===== config.mk =====
export PLATFORM = sky130hd
export DESIGN_NAME = instr_issue_stall
export DESIGN_NICKNAME = d
export VERILOG_FILES = /design/src/rtl/instr_issue_stall.sv
export SDC_FILE = /design/constraint.sdc
export NUM_CORES = 1
export LEC_CHECK = 0
export BUFFER_PORTS_ARGS = -buffer_cell sky130_fd_sc_hd__clkbuf_2
export CAP_MARGIN = 0
export CORE_MARGIN = 3
export CORE_UTILIZATION = 55
export CTS_CLUSTER_DIAMETER = 60
export DETAILED_ROUTE_END_ITERATION = 7
export HOLD_SLACK_MARGIN = 0.12
export MAX_ROUTING_LAYER = met4
export PLACE_DENSITY = 0.79
export SLEW_MARGIN = 15
export SYNTH_ARGS = -nofsm -noshare
export SYNTH_HDL_FRONTEND = slang
export SYNTH_SLANG_ARGS = --single-unit

===== constraint.sdc =====
create_clock -name clk -period 7.1 [get_ports clk]
set_input_delay 0.355 -clock clk [delete_from_list [all_inputs] [get_ports clk]]
set_output_delay 0.355 -clock clk [all_outputs]
set_load 0.1 [all_outputs]

===== src/rtl/instr_issue_stall.sv =====
// Issues a latched 8-instruction program one slot at a time, inserting noop bubbles for RAW hazards.
// Optional macro ISSUE_STALL_CNT_EN enables the stall_cnt bubble counter (tied to zero otherwise).
module instr_issue_stall #(
  parameter int STALL_DIST = 3,
  parameter int NUM_INSTR  = 8
) (
  input  logic        clk,
  input  logic        rst_n,
  input  logic        load,
  input  logic [63:0] prog_in,
  output logic [7:0]  instr_out,
  output logic        instr_valid,
  input  logic        instr_ready,
  output logic        bubble,
  output logic [2:0]  slot_idx,
  output logic        busy,
  output logic        done,
  output logic [7:0]  stall_cnt
);

  localparam int         HIST_LEN  = STALL_DIST - 1;
  localparam logic [2:0] LAST_SLOT = 3'(NUM_INSTR - 1);

  typedef enum logic [1:0] {IDLE = 2'd0, ISSUE = 2'd1, DONE = 2'd2} state_t;

  state_t          state_r, state_nxt_s;
  logic [63:0]     prog_r, prog_nxt_s;
  logic [2:0]      slot_r, slot_nxt_s;
  logic [1:0]      hist_vld_r, hist_vld_nxt_s;
  logic [1:0][2:0] hist_reg_r, hist_reg_nxt_s;
  logic [7:0]      instr_out_r;
  logic            instr_valid_r, bubble_r, busy_r, done_r;
  logic            accept_s, wr_vld_s, haz_s;
  logic [2:0]      wr_reg_s;
  logic [7:0]      cand_s;

  function automatic logic [7:0] slot_instr(input logic [63:0] prog, input logic [2:0] idx);
    logic [5:0] lsb;
    lsb = {3'd7 - idx, 3'b000};
    return prog[lsb +: 8];
  endfunction

  // lw (11) and add (01) write register A
  function automatic logic [3:0] write_reg(input logic [7:0] instr);
    logic wr;
    wr = (instr[7:6] == 2'b01) || (instr[7:6] == 2'b11);
    return {wr, instr[5:3]};
  endfunction

  function automatic logic raw_hazard(input logic [7:0] instr, input logic [1:0] vld,
                                      input logic [1:0][2:0] regs);
    logic rd_a, rd_b, hz;
    rd_a = (instr[7:6] == 2'b01) || (instr[7:6] == 2'b10);
    rd_b = (instr[7:6] != 2'b00);
    hz   = 1'b0;
    for (int i = 0; i < 2; i++) begin
      if ((i < HIST_LEN) && vld[i] &&
          ((rd_a && (instr[5:3] == regs[i])) || (rd_b && (instr[2:0] == regs[i])))) begin
        hz = 1'b1;
      end else begin
        hz = hz;
      end
    end
    return hz;
  endfunction

  assign accept_s             = instr_valid_r & instr_ready;
  assign {wr_vld_s, wr_reg_s} = write_reg(instr_out_r);

  // Next-state: load in IDLE, advance slot/history on accept in ISSUE, single DONE cycle
  always_comb begin
    state_nxt_s    = state_r;
    prog_nxt_s     = prog_r;
    slot_nxt_s     = slot_r;
    hist_vld_nxt_s = hist_vld_r;
    hist_reg_nxt_s = hist_reg_r;
    case (state_r)
      IDLE: begin
        if (load) begin
          state_nxt_s    = ISSUE;
          prog_nxt_s     = prog_in;
          slot_nxt_s     = 3'd0;
          hist_vld_nxt_s = 2'b00;
          hist_reg_nxt_s = 6'd0;
        end else begin
          state_nxt_s = IDLE;
        end
      end
      ISSUE: begin
        if (accept_s) begin
          // a bubble drives 8'h00, which decodes as no write
          hist_vld_nxt_s = {hist_vld_r[0], wr_vld_s};
          hist_reg_nxt_s = {hist_reg_r[0], wr_reg_s};
          if (bubble_r) begin
            state_nxt_s = ISSUE;
          end else begin
            slot_nxt_s  = slot_r + 3'd1;
            state_nxt_s = (slot_r == LAST_SLOT) ? DONE : ISSUE;
          end
        end else begin
          state_nxt_s = ISSUE;
        end
      end
      DONE:    state_nxt_s = IDLE;
      default: state_nxt_s = IDLE;
    endcase
  end

  // Outputs are precomputed from next state so they come straight from flops
  assign cand_s = slot_instr(prog_nxt_s, slot_nxt_s);
  assign haz_s  = raw_hazard(cand_s, hist_vld_nxt_s, hist_reg_nxt_s);

  // State, history and registered output flops
  always_ff @(posedge clk or negedge rst_n) begin
    if (!rst_n) begin
      state_r       <= IDLE;
      prog_r        <= 64'd0;
      slot_r        <= 3'd0;
      hist_vld_r    <= 2'b00;
      hist_reg_r    <= 6'd0;
      instr_out_r   <= 8'h00;
      instr_valid_r <= 1'b0;
      bubble_r      <= 1'b0;
      busy_r        <= 1'b0;
      done_r        <= 1'b0;
    end else begin
      state_r       <= state_nxt_s;
      prog_r        <= prog_nxt_s;
      slot_r        <= slot_nxt_s;
      hist_vld_r    <= hist_vld_nxt_s;
      hist_reg_r    <= hist_reg_nxt_s;
      instr_valid_r <= (state_nxt_s == ISSUE);
      busy_r        <= (state_nxt_s == ISSUE);
      done_r        <= (state_nxt_s == DONE);
      bubble_r      <= (state_nxt_s == ISSUE) && haz_s;
      instr_out_r   <= ((state_nxt_s == ISSUE) && !haz_s) ? cand_s : 8'h00;
    end
  end

`ifdef ISSUE_STALL_CNT_EN
  logic [7:0] stall_cnt_r;

  // Saturating count of accepted bubbles, cleared on program load
  always_ff @(posedge clk or negedge rst_n) begin
    if (!rst_n) begin
      stall_cnt_r <= 8'h00;
    end else if ((state_r == IDLE) && load) begin
      stall_cnt_r <= 8'h00;
    end else if (accept_s && bubble_r && (stall_cnt_r != 8'hFF)) begin
      stall_cnt_r <= stall_cnt_r + 8'h01;
    end else begin
      stall_cnt_r <= stall_cnt_r;
    end
  end

  assign stall_cnt = stall_cnt_r;
`else
  assign stall_cnt = 8'h00;
`endif

  assign instr_out   = instr_out_r;
  assign instr_valid = instr_valid_r;
  assign bubble      = bubble_r;
  assign slot_idx    = slot_r;
  assign busy        = busy_r;
  assign done        = done_r;

endmodule

# After elaboration in Yosys (flattened, before gate mapping)
# Index checks and enable logic that the tools add are counted.
[totals]
out_inout_bits = 23
in_bits = 68
reg_bits = 88
wordCells = 61
[classes]
bitwise = 1
addsub = 2
n_eq_ne = 12
n_mux = 20
reduce_logical = 15
n_shift = 1
[op_table]
columns = ["operator", "n"]
rows = [
  ["64-bit two-way mux", 2],
  ["64-bit by 7-bit indexed part select with 8-bit output", 1],
  ["3-bit == test", 4],
  ["6-bit two-way mux", 2],
  ["6-bit case mux with 2 select lines", 1],
  ["2-bit two-way mux", 5],
  ["3-bit two-way mux", 3],
  ["2-bit by 1-bit == test with 1-bit output (second input constant)", 4],
  ["1-bit logical AND", 8],
  ["8-bit two-way mux", 1],
  ["2-bit case mux with 2 select lines", 2],
  ["2-bit == test (second input constant)", 3],
  ["3-bit case mux with 2 select lines", 1],
  ["1-bit logical OR", 4],
  ["3-bit by 1-bit adder with 3-bit output (second input constant)", 1],
  ["3-bit == test (second input constant)", 1],
  ["1-bit two-way mux", 3],
  ["3-bit subtractor (first input constant)", 1],
  ["2-bit logical NOT", 1],
  ["2-bit nonzero test", 1],
  ["1-bit AND", 1],
  ["1-bit logical NOT", 1],
]

# Logic depth before layout (Yosys ltp)
[logic_depth]
word_depth = 16
mapped_depth = 15
mapped_depth_nobuf = 12

# Worst setup path after synthesis
# OpenSTA, ideal clock, no wires.
[synth_path]
kind = "reg-to-reg"
start = "register busy (netlist name)"
end = "register instr_out_r[0] (netlist: instr_out[0])"
slack_ps = 3587
arrival_ps = 3382
required_time_ps = 6969
setup_ps = 131
path_buffers = 1
stages_incl_launch_ff = 12
period_less_slack_ps = 3513
path_cell_list = "dfrtp_1 nand4b_1 o21ai_0 a21o_1 buf_1 o211ai_1 o211ai_1 o21ai_0 ha_1 o2111ai_2 o211ai_4 nor3_1"
[synth_lines]
columns = ["element", "line_no", "text"]
rows = [
  ["to (signal assigned)", "136", "instr_out_r <= ((state_nxt_s == ISSUE) && !haz_s) ? cand_s : 8'h00;"],
  ["to (decl)", "31", "logic [7:0] instr_out_r;"],
]

# Final worst setup path
[layout_path]
start = "register state_r[1]"
end = "register instr_out_r[5] (netlist: instr_out[5])"
[layout_between]
elab_chain_cells = 14
elab_cells_between_ends = 31
classes_between = "add/sub (1); eq/ne (8); shift (1); mux (8); reduce/logical (13)"
[layout_rtl]
columns = ["element", "line_no", "text"]
rows = [
  ["from (decl)", "26", "state_t state_r, state_nxt_s;"],
  ["from (signal assigned)", "127", "state_r <= state_nxt_s;"],
  ["2-bit by 1-bit == test with 1-bit output or 2-bit logical NOT (tied branches)", "77", "case (state_r)"],
  ["3-bit case mux with 2 select lines", "77", ""],
  ["3-bit subtractor", "39", "lsb = {3'd7 - idx, 3'b000};"],
  ["64-bit by 7-bit indexed part select with 8-bit output", "40", "return prog[lsb +: 8];"],
  ["2-bit by 1-bit == test with 1-bit output or 2-bit == test (tied branches)", "53", "rd_a = (instr[7:6] == 2'b01) || (instr[7:6] == 2'b10);"],
  ["1-bit logical OR", "53", ""],
  ["1-bit logical AND", "58", "((rd_a && (instr[5:3] == regs[i])) || (rd_b && (instr[2:0] == regs[i])))) begin"],
  ["1-bit logical OR", "58", ""],
  ["1-bit logical AND", "57", "if ((i < HIST_LEN) && vld[i] &&"],
  ["1-bit two-way mux (2 in a row)", "57", ""],
  ["1-bit logical NOT", "136", ""],
  ["1-bit logical AND", "136", ""],
  ["8-bit two-way mux (*)", "136", ""],
]
# Every way passes the cells marked *; elsewhere a longest branch is shown, timed or not.

==> qor.txt <==
later-pin clock latency in the skew report -> 360 ps
Post-synth EDFFs -> 0
synth cell count leaders -> nand2_1 (191), dfrtp_1 (88), a21oi_1 (17), nor2_1 (16)
H-Tree Depth -> 3
I/O pin total -> 91
DRC viols -> 0
ranking of synthesized cells by area -> dfrtp_1 (46%), nand2_1 (15%), mux2i_1 (2.5%)
Iteration-0 DRC Markers -> 305
diodes inserted -> 0
status -> finished clean
Syn Area/Cell -> 8.756 um^2
Worst VDD drop -> 196.6 uV
fin area -> 0.005431 mm^2
placed instance area -> 0.005169 mm^2
Period minus WS final -> 4164 ps
crit-path max FO -> 20
final slew viol count -> 0
vias in the first global route -> 4,037
sequential share of the synthesized area -> 45.98%
Placeable Area -> 0.008341 mm^2
CP Class -> reg -> reg
part of the cycle the worst path needs -> 58.65%
Fin. Hold Viols -> 0
fillers -> 714
NumNets Final -> 683
master cell of the clock root buffer -> clkbuf_8
initial antenna violation count -> 0
Pre-Repair DR Iteration Count -> 5
Reg area -> 0.002202 mm^2
CP startpoint kind -> flop
hold wc startpoint -> prog_in[8]
Ys Warns -> 0
GPL Wtd Cong -> 1.015
r2r startpoint -> state_r[1]
Setup Skew -> 8.073 ps
Leak -> 2.735 nW
area leader, netlist -> dfrtp_1
post-route ant nets -> 0
share of layout cells above drive strength 1 -> 19.94%
Multi-input gate area -> 0.002340 mm^2
Avg WL per Cell -> 17.34 um
largest net degree at the start of global routing -> 73
grt ovf -> 0
Crit. End Element -> flop
CTS Buf Count -> 9
Area Overhead vs Synth -> 13.40%
Setup TNS -> 0 ps
Final HPWL DP -> 9112 um
Slew headroom -> 50.36%
Setup violations, final -> 0
Hold Crit Class -> in -> reg
GRT Total Usage -> 26.99%
clock-pin transition on the worst setup and hold timing paths -> 90 ps
initial core utilization -> 57.43%
Max clock buf depth -> 2
top-area cell type share of the netlist area -> 45.98%
Yosys cell types -> 72
mapped cell area -> 0.004790 mm^2
Std-Cell Rows -> 33
chip width -> 99.32 um
worst slew pin tran -> 744.5 ps
ys async rst share -> 100.0%
Setup crit start -> state_r[1]
pwr dens -> 556.3 mW/mm^2
Critical Path RT -> 7340 ps
Main synth FF type -> dfrtp_1
DRT Wirelength -> 12,520 um
Crit path arrival time -> 4400 ps
Die H -> 99.32 um
first-pass GRT wire length -> 20,520 um
RSZ-0062 raised after global routing -> no
CTS tree -> done
via/cell ratio -> 5.902
cells after synthesis -> 547
Sink Count -> 88
top-count cell post-synth -> nand2_1
total of max-cap violations -> 0
Seq cells post-synth -> 88
via count of the routed design -> 4,261
Port-buffer cells -> 82
Fmax -> 240.1 MHz
die area -> 0.009864 mm^2
## metrics by stage
| step | instances | total power, mW | setup slack (ps) | utilization [%] | hold slack (ps) |
|---|---|---|---|---|---|
| final | 722 | 3.022 | 2936 | 65.12 | 173.7 |
| after detailed placement | 705 | 2.570 | 3040 | 61.97 | 372.6 |
| after global placement | 705 | 2.535 | 3328 | 61.97 | 359.6 |
| after floorplan | 554 | 2.191 | 3587 | - | 59.41 |
| after CTS | 722 | 3.005 | 2991 | 65.12 | 166.4 |
| after global routing | 722 | 3.220 | 2588 | 65.12 | 181.7 |
## routing by layer
layer | vias up | track usage (%) | share of wire, %
li1 | 2002 | - | -
met1 | 2035 | 39.00 | 44
met2 | 192 | 39.51 | 46
met3 | 32 | 3.156 | 6.6
met4 | 0 | 9.769 | 3.0
met5 | - | - | 0
## worst paths after layout
check,to,slack (ps),cells past startpoint
max,instr_out[5],2940,10
min,prog_r[8],170,3
max reg2reg,instr_out[5],2940,10
min reg2reg,prog_r[17],480,2
max in group asynchronous,prog_r[36],5590,3
min in group asynchronous,prog_r[52],500,2
## cell type report
class,instances,share of cell area [%]
multi-input combinational,414,43.08
clock buffer,10,2.534
tap,105,2.419
sequential,88,40.54
timing repair buffer,89,8.616
inverter,10,0.6911
clock inverter,6,2.119
## what timing repair did
action                                 in CTS  in global routing
endpoints found under the hold margin      40                  0
buffers inserted                            0                  0
hold buffers                                1                  0
gates resized for setup                     0                  0
## cells in the final DEF, fill, tap and decap left out, types with 4 or more instances in the layout
cell type	instances
nand3_1	10
nor2_1	16
a211oi_1	5
o21a_1	4
nor4_1	5
inv_1	10
conb_1	8
a21boi_0	4
mux2i_1	12
xor2_1	4
o211ai_1	10
clkbuf_2	81
buf_4	7
clkbuf_8	10
a31oi_1	8
o21ai_0	13
a22oi_1	5
nor2b_1	4
xnor2_1	7
dfrtp_1	88
nand2_1	191
nor3_1	6
mux2_2	4
and3_1	8
a21oi_1	17
## where the power goes
group          internal (mW)  switching, mW
Sequential             0.733          0.159
Combinational          0.564           1.14
Clock                  0.245          0.185
Total                   1.54           1.48
## registers in the layout, indices dropped and copies added, names as in the netlist
| signal | flops |
|---|---|
| hist_reg_r | 6 |
| state_r | 2 |
| prog_r | 64 |
| instr_out | 8 |
| done | 1 |
| bubble | 1 |
| busy | 1 |
| hist_vld_r | 2 |
| slot_idx | 3 |
## cell families after synthesis
kind of cell	count (synthesis)	share of synthesized area (%)
flops	88	45.98
mux	16	3.448
xor+xnor	11	2.011
other cells	1	0.07829
compound gates	106	16.28
simple gates	270	25.71
buf+inv	52	5.721
fa+ha+maj	3	0.7838
## worst max-delay path: stages (launching register included)
cell and delay (ps):
dfrtp_1 610, nand4b_1 670, o21ai_0 740, a21o_1 570, o211ai_1 170, o211ai_1 130, o21ai_0 150, ha_1 370
o2111ai_1 140, o211ai_4 180, nor4_1 290
Power figures use the tool's default switching activity.
